--- src/rtl/scene_if.sv ---
// Scene controller bus: scene inputs from the renderers/datapath, VGA pixel and scene status outputs.
interface scene_if;
    logic       frame_tick;
    logic       video_on;
    logic       start_btn;
    logic       hit;
    logic [2:0] title_rgb;
    logic [2:0] play_rgb;
    logic [2:0] over_rgb;
    logic       vga_R;
    logic       vga_G;
    logic       vga_B;
    logic [1:0] scene;
    logic       play_en;

    modport master (
        output frame_tick, video_on, start_btn, hit, title_rgb, play_rgb, over_rgb,
        input  vga_R, vga_G, vga_B, scene, play_en
    );

    modport slave (
        input  frame_tick, video_on, start_btn, hit, title_rgb, play_rgb, over_rgb,
        output vga_R, vga_G, vga_B, scene, play_en
    );
endinterface

--- src/rtl/scene_controller.sv ---
// TITLE -> PLAY -> FREEZE -> OVER scene sequencer with frame timeouts,
// game-over text blink and registered per-scene RGB mux.
module scene_controller #(
    parameter int CNT_W         = 8,
    parameter int FREEZE_FRAMES = 30,
    parameter int OVER_FRAMES   = 180,
    parameter int BLINK_FRAMES  = 30
) (
    input  logic    clk,
    input  logic    reset,
    scene_if.slave  bus
);
    typedef enum logic [1:0] {
        TITLE  = 2'b00,
        PLAY   = 2'b01,
        FREEZE = 2'b10,
        OVER   = 2'b11
    } state_t;

    localparam logic [CNT_W-1:0] FREEZE_LAST = CNT_W'(FREEZE_FRAMES - 1);
    localparam logic [CNT_W-1:0] OVER_LAST   = CNT_W'(OVER_FRAMES - 1);
    localparam logic [CNT_W-1:0] BLINK_LAST  = CNT_W'(BLINK_FRAMES - 1);

    state_t           state, state_n;
    logic [CNT_W-1:0] frame_cnt, frame_n;
    logic [CNT_W-1:0] blink_cnt, blink_n;
    logic             text_vis, vis_n;
    logic             start_q;
    logic             start_rise;
    logic [2:0]       rgb_q, rgb_n;

    // start_q resets high so a button held through reset is not seen as a press
    assign start_rise = bus.start_btn & ~start_q;

    always_ff @(posedge clk or posedge reset) begin
        if (reset) begin
            state     <= TITLE;
            frame_cnt <= '0;
            blink_cnt <= '0;
            text_vis  <= 1'b1;
            start_q   <= 1'b1;
            rgb_q     <= 3'b000;
        end else begin
            state     <= state_n;
            frame_cnt <= frame_n;
            blink_cnt <= blink_n;
            text_vis  <= vis_n;
            start_q   <= bus.start_btn;
            rgb_q     <= rgb_n;
        end
    end

    always_comb begin
        state_n = state;
        frame_n = frame_cnt;
        blink_n = blink_cnt;
        vis_n   = text_vis;
        case (state)
            TITLE: begin
                frame_n = '0;
                if (start_rise) state_n = PLAY;
            end
            PLAY: begin
                frame_n = '0;
                if (bus.hit) state_n = FREEZE;
            end
            FREEZE: begin
                if (bus.frame_tick) begin
                    if (frame_cnt == FREEZE_LAST) begin
                        state_n = OVER;
                        frame_n = '0;
                        blink_n = '0;
                        vis_n   = 1'b1;
                    end else begin
                        frame_n = frame_cnt + 1'b1;
                    end
                end
            end
            OVER: begin
                if (bus.frame_tick) begin
                    if (blink_cnt == BLINK_LAST) begin
                        blink_n = '0;
                        vis_n   = ~text_vis;
                    end else begin
                        blink_n = blink_cnt + 1'b1;
                    end
                    if (frame_cnt == OVER_LAST) begin
                        state_n = TITLE;
                        frame_n = '0;
                    end else begin
                        frame_n = frame_cnt + 1'b1;
                    end
                end
                // a restart wins over a timeout landing in the same cycle
                if (start_rise) begin
                    state_n = PLAY;
                    frame_n = '0;
                end
            end
            default: state_n = TITLE;
        endcase
    end

    // Source follows the current state register, so a scene change switches cleanly on the next pixel
    always_comb begin
        rgb_n = 3'b000;
        if (bus.video_on) begin
            case (state)
                TITLE:       rgb_n = bus.title_rgb;
                PLAY,FREEZE: rgb_n = bus.play_rgb;
                OVER:        rgb_n = text_vis ? bus.over_rgb : 3'b000;
                default:     rgb_n = 3'b000;
            endcase
        end
    end

    assign bus.vga_R   = rgb_q[2];
    assign bus.vga_G   = rgb_q[1];
    assign bus.vga_B   = rgb_q[0];
    assign bus.scene   = state;
    assign bus.play_en = (state == PLAY);
endmodule

--- src/flat_wrapper.sv ---
// flat-port wrapper written by rule: the top's interface ports become plain ports
module scene_controller_flat 
#(
    parameter int CNT_W         = 8,
    parameter int FREEZE_FRAMES = 30,
    parameter int OVER_FRAMES   = 180,
    parameter int BLINK_FRAMES  = 30
)
  (clk, reset, bus_frame_tick, bus_video_on, bus_start_btn, bus_hit, bus_title_rgb, bus_play_rgb, bus_over_rgb, bus_vga_R, bus_vga_G, bus_vga_B, bus_scene, bus_play_en);
  scene_if bus_i ();
  input  logic clk;
  input  logic reset;
  input wire logic [$bits(bus_i.frame_tick)-1:0] bus_frame_tick;
  input wire logic [$bits(bus_i.video_on)-1:0] bus_video_on;
  input wire logic [$bits(bus_i.start_btn)-1:0] bus_start_btn;
  input wire logic [$bits(bus_i.hit)-1:0] bus_hit;
  input wire logic [$bits(bus_i.title_rgb)-1:0] bus_title_rgb;
  input wire logic [$bits(bus_i.play_rgb)-1:0] bus_play_rgb;
  input wire logic [$bits(bus_i.over_rgb)-1:0] bus_over_rgb;
  output wire logic [$bits(bus_i.vga_R)-1:0] bus_vga_R;
  output wire logic [$bits(bus_i.vga_G)-1:0] bus_vga_G;
  output wire logic [$bits(bus_i.vga_B)-1:0] bus_vga_B;
  output wire logic [$bits(bus_i.scene)-1:0] bus_scene;
  output wire logic [$bits(bus_i.play_en)-1:0] bus_play_en;
  assign bus_i.frame_tick = bus_frame_tick;
  assign bus_i.video_on = bus_video_on;
  assign bus_i.start_btn = bus_start_btn;
  assign bus_i.hit = bus_hit;
  assign bus_i.title_rgb = bus_title_rgb;
  assign bus_i.play_rgb = bus_play_rgb;
  assign bus_i.over_rgb = bus_over_rgb;
  assign bus_vga_R = bus_i.vga_R;
  assign bus_vga_G = bus_i.vga_G;
  assign bus_vga_B = bus_i.vga_B;
  assign bus_scene = bus_i.scene;
  assign bus_play_en = bus_i.play_en;
  scene_controller #(.CNT_W(CNT_W), .FREEZE_FRAMES(FREEZE_FRAMES), .OVER_FRAMES(OVER_FRAMES), .BLINK_FRAMES(BLINK_FRAMES)) u_core (.clk(clk), .reset(reset), .bus(bus_i));
endmodule
--- config.mk ---
export PLATFORM = sky130hd
export DESIGN_NAME = scene_controller_flat
export DESIGN_NICKNAME = d
export VERILOG_FILES = /design/src/rtl/scene_if.sv /design/src/rtl/scene_controller.sv /design/src/flat_wrapper.sv
export SDC_FILE = /design/constraint.sdc
export NUM_CORES = 1
export LEC_CHECK = 0
export CAP_MARGIN = 15
export CORE_MARGIN = 2
export CORE_UTILIZATION = 48
export CTS_CLUSTER_SIZE = 40
export DETAILED_ROUTE_END_ITERATION = 6
export PLACE_DENSITY_LB_ADDON = 0.12
export SYNTH_ARGS = -nofsm -noshare
export SYNTH_HDL_FRONTEND = slang
export SYNTH_SLANG_ARGS = --single-unit
--- constraint.sdc ---
create_clock -name clk -period 2 [get_ports clk]
set_input_delay 0.4 -clock clk [delete_from_list [all_inputs] [get_ports clk]]
set_output_delay 0.4 -clock clk [all_outputs]
set_load 0.01 [all_outputs]
==> results.md <==
- Sw Share: 39.5%
- Crit. End Element: register
- CP required: 2.26 ns
- Post-synth top area share: 38.8%
- Register area share after synthesis: 42.7%
- Root buf cell: clkbuf_4
- RSZ-0062 raised after global routing: true
- Setup TNS: -0.237 ns
- Net count after synthesis: 171
- Final Wtd Congestion: 0.897
- Die Area: 3260 um^2
- Outcome: finished with violations
- CTS sink cnt: 23
- Worst min-delay path category: in -> async
- Synth area leader: dfrtp_1
- Flop pwr share: 29.3%
- TritonCTS clock tree: yes
- Top Ports: 21
- Drt pass-1 iters: 4
- Pin count of the biggest net entering global routing: 24
- CTS max path bufs: 2
- Layout cell share with drive strength beyond 1: 23.5%
- Unique cell type count in the Yosys netlist: 37
- Chip Width: 57.1 um
- Tmin final: 2.14 ns
- CP max-delay cell: or4b_4
- DRT antenna net count: 0
- Routed len/inst: 14.1 um
- Antenna diode count: 0
- Maximum VDD drop: 914 uV
- Critical Path Max Stage Delay: 0.46 ns
- Die H: 57.1 um
- Area delta synth->final: 38.1%
- Hold Fails Final Rpt: 0
- Synth top area cells: dfrtp_1, ha_1, o21ai_0
- Yosys warns: 0
- Rows: 19
- Worst-Margin Slew: 0.429 ns
- Buf/Inv on CP: 1
- Peak Freq: 0.468 GHz
- Final Cell Area: 1870 um^2
- Placed cell areas: 1750 um^2
- Comb power frac: 60.8%
- Fin worst setup slack: -0.135 ns
- Crit-path max FO: 2
- Clock-pin slew on the worst setup and hold paths: 0.13 ns
- Max-cap viol count: 0
- Clk pwr share: 9.9%
- TritonCTS buffer count: 3
- First-pass GRT wire length: 5460 um
- Filler cells: 208
- Vias per cell: 5.61
- Final-stage net count: 220
- Routed wire length: 3200 um
- Vias in the first global route: 1,249
- Top_reg_cell synth: dfrtp_1
- Sw power: 0.000883 W
- Core area: 2710 um^2
- CP top delay family: simple AND/OR/NAND/NOR gates
- Clk_lat worst skew: 0.31 ns
- DPL Wire Length: 2340 um
- GRT overflow: 0
- Crit Path Class: reg -> reg
- Syn Area/Cell: 9.16 um^2
- Internal power: 0.00135 W
- Instance count on the critical path: 7
- H-tree depth: 1
- Worst-path cell chain: inv_1 > ha_1 > or4b_4 > o21ai_2 > or3b_1 > or4_1 > nand2_1
- Clock Skews: 0.00461 ns
- Drt drc: 0
- Detailed Route Iter0 Violations: 55
- PwrDens: 1200 nW/um^2
- Total Routing Usage GR: 21.3%
- Final Setup Violations: 6
- Fin crit share: 107%
- DR vias: 1,273
- Failing checks: setup timing
- Cells after Synth: 148
- Slew headroom: 71.2%
- Asr flop ratio synth: 100%
- Initial antenna violation count: 0
- Reg2reg path depth: 7
- Initial Util: 50.0%
- Multi-input gate area: 795 um^2
- Flops & latches, synth: 23
- Slew Limit Fails: 0
- Crit path launch type: register
- Number of flops mapped to enable cells by yosys: 0
- Synthesized area: 1360 um^2
- Worst path arrival time: 2.39 ns
- Port Buffers: 20
- Register area: 579 um^2
- Pleak: 0.822 nW
[synth_stat cells (2+ instances only)]
library cell	number
o311ai_0	2
nor2b_1	3
nand4_1	2
ha_1	8
and2_1	3
nand3_1	10
nor2_1	5
o21a_1	2
inv_1	7
nand2_1	22
dfrtp_1	21
o21ai_0	18
dfstp_2	2
clkbuf_1	2
a32oi_1	3
nand2b_1	6
o31ai_1	7
a31oi_1	2
o2bb2ai_1	2
mux2_2	2
a41oi_1	2
and3_1	2
[sequential cells by signal, indices dropped and copies added, names as in the netlist]
signal,flops
u_core.blink_cnt,8
u_core.frame_cnt,8
u_core.start_q,1
u_core.bus.scene,2
u_core.rgb_q,3
u_core.text_vis,1
[tightest hold or removal path, stage by stage]
cell	delay (ns)
clkdlybuf4s50_1	0.39
inv_1	0.05
buf_4	0.29
[per-stage QoR]
step | util [%] | power, W | cells | hold slack, ns | worst slack (ns)
after floorplan | - | 0.00133 | 148 | 0.400 | -0.162
after global placement | 64.7 | 0.00183 | 219 | 0.461 | -0.00290
after detailed placement | 64.7 | 0.00187 | 219 | 0.474 | -0.0362
after CTS | 66.0 | 0.00211 | 224 | 0.413 | -0.0720
after global routing | 69.1 | 0.00243 | 227 | 0.419 | -0.199
final | 69.1 | 0.00224 | 227 | 0.407 | -0.135
[area by class of cell]
cell class / count / area share, %
clock buffer: 3 / 1.20
clock inverter: 1 / 0.267
inverter: 7 / 1.40
multi-input combinational: 115 / 42.4
sequential: 23 / 30.9
tap: 31 / 2.07
timing repair buffer: 47 / 21.7
[cells by family (layout without fill, tap and decap cells)]
| logic type | count (synthesis) | count (layout) | synth area share [%] |
|---|---|---|---|
| simple gates | 60 | 60 | 22.8 |
| compound gates | 44 | 44 | 21.9 |
| flops | 23 | 23 | 42.7 |
| buf+inv | 10 | 58 | 2.86 |
| fa+ha+maj | 8 | 8 | 7.39 |
| mux | 3 | 3 | 2.40 |
[cells in the final DEF, fill, tap and decap left out, types with 3 or more instances in the layout]
cell,instances
a32oi_1,3
and2_1,3
buf_4,27
clkbuf_4,3
clkdlybuf4s50_1,19
dfrtp_1,20
ha_1,8
inv_1,6
nand2_1,21
nand2b_1,6
nand3_1,10
nor2_1,5
nor2b_1,3
o21ai_0,15
o21ai_1,4
o31ai_1,4
o31ai_2,3
[power by group through the flow]
stage	Clock, W	Sequential (W)	Combinational (W)
after global routing	0.000251	0.000670	0.00151
after CTS	0.000228	0.000649	0.00123
final	0.000221	0.000655	0.00136
after floorplan	0	0.000700	0.000626
after global placement	0	0.000659	0.00117
after detailed placement	0	0.000665	0.00120
[timing repair]
| item | 4_1_cts | 5_1_grt |
|---|---|---|
| setup buffers | 1 | 3 |
| hold endpoints to repair | 0 | 0 |
| hold buffers | 0 | 0 |
| resized for setup | 0 | 16 |
| endpoints found under the setup margin | 8 | 15 |
| pin swaps | 0 | 2 |
[layer usage]
layer  vias up  part of all wire, %  GRT usage (%)
met5         -                    0              0
met4         0                 0.66           6.98
met3         2                  3.6           2.72
met2        31                   50           35.5
met1       597                   46           29.0
li1        643                    -              -
[final timing paths]
kind / slack [ns] / end / start
hold reg to reg: 0.49 / u_core.blink_cnt[4] / u_core.blink_cnt[4]
min in group clk: 0.49 / u_core.blink_cnt[4] / u_core.blink_cnt[4]
setup / recovery: -0.14 / u_core.blink_cnt[7] / u_core.frame_cnt[1]
max in group asynchronous: 1.31 / u_core.text_vis / reset
setup reg to reg: -0.14 / u_core.blink_cnt[7] / u_core.frame_cnt[1]
hold / removal: 0.41 / u_core.frame_cnt[4] / reset
No activity file was read; power rests on OpenSTA's default activity.
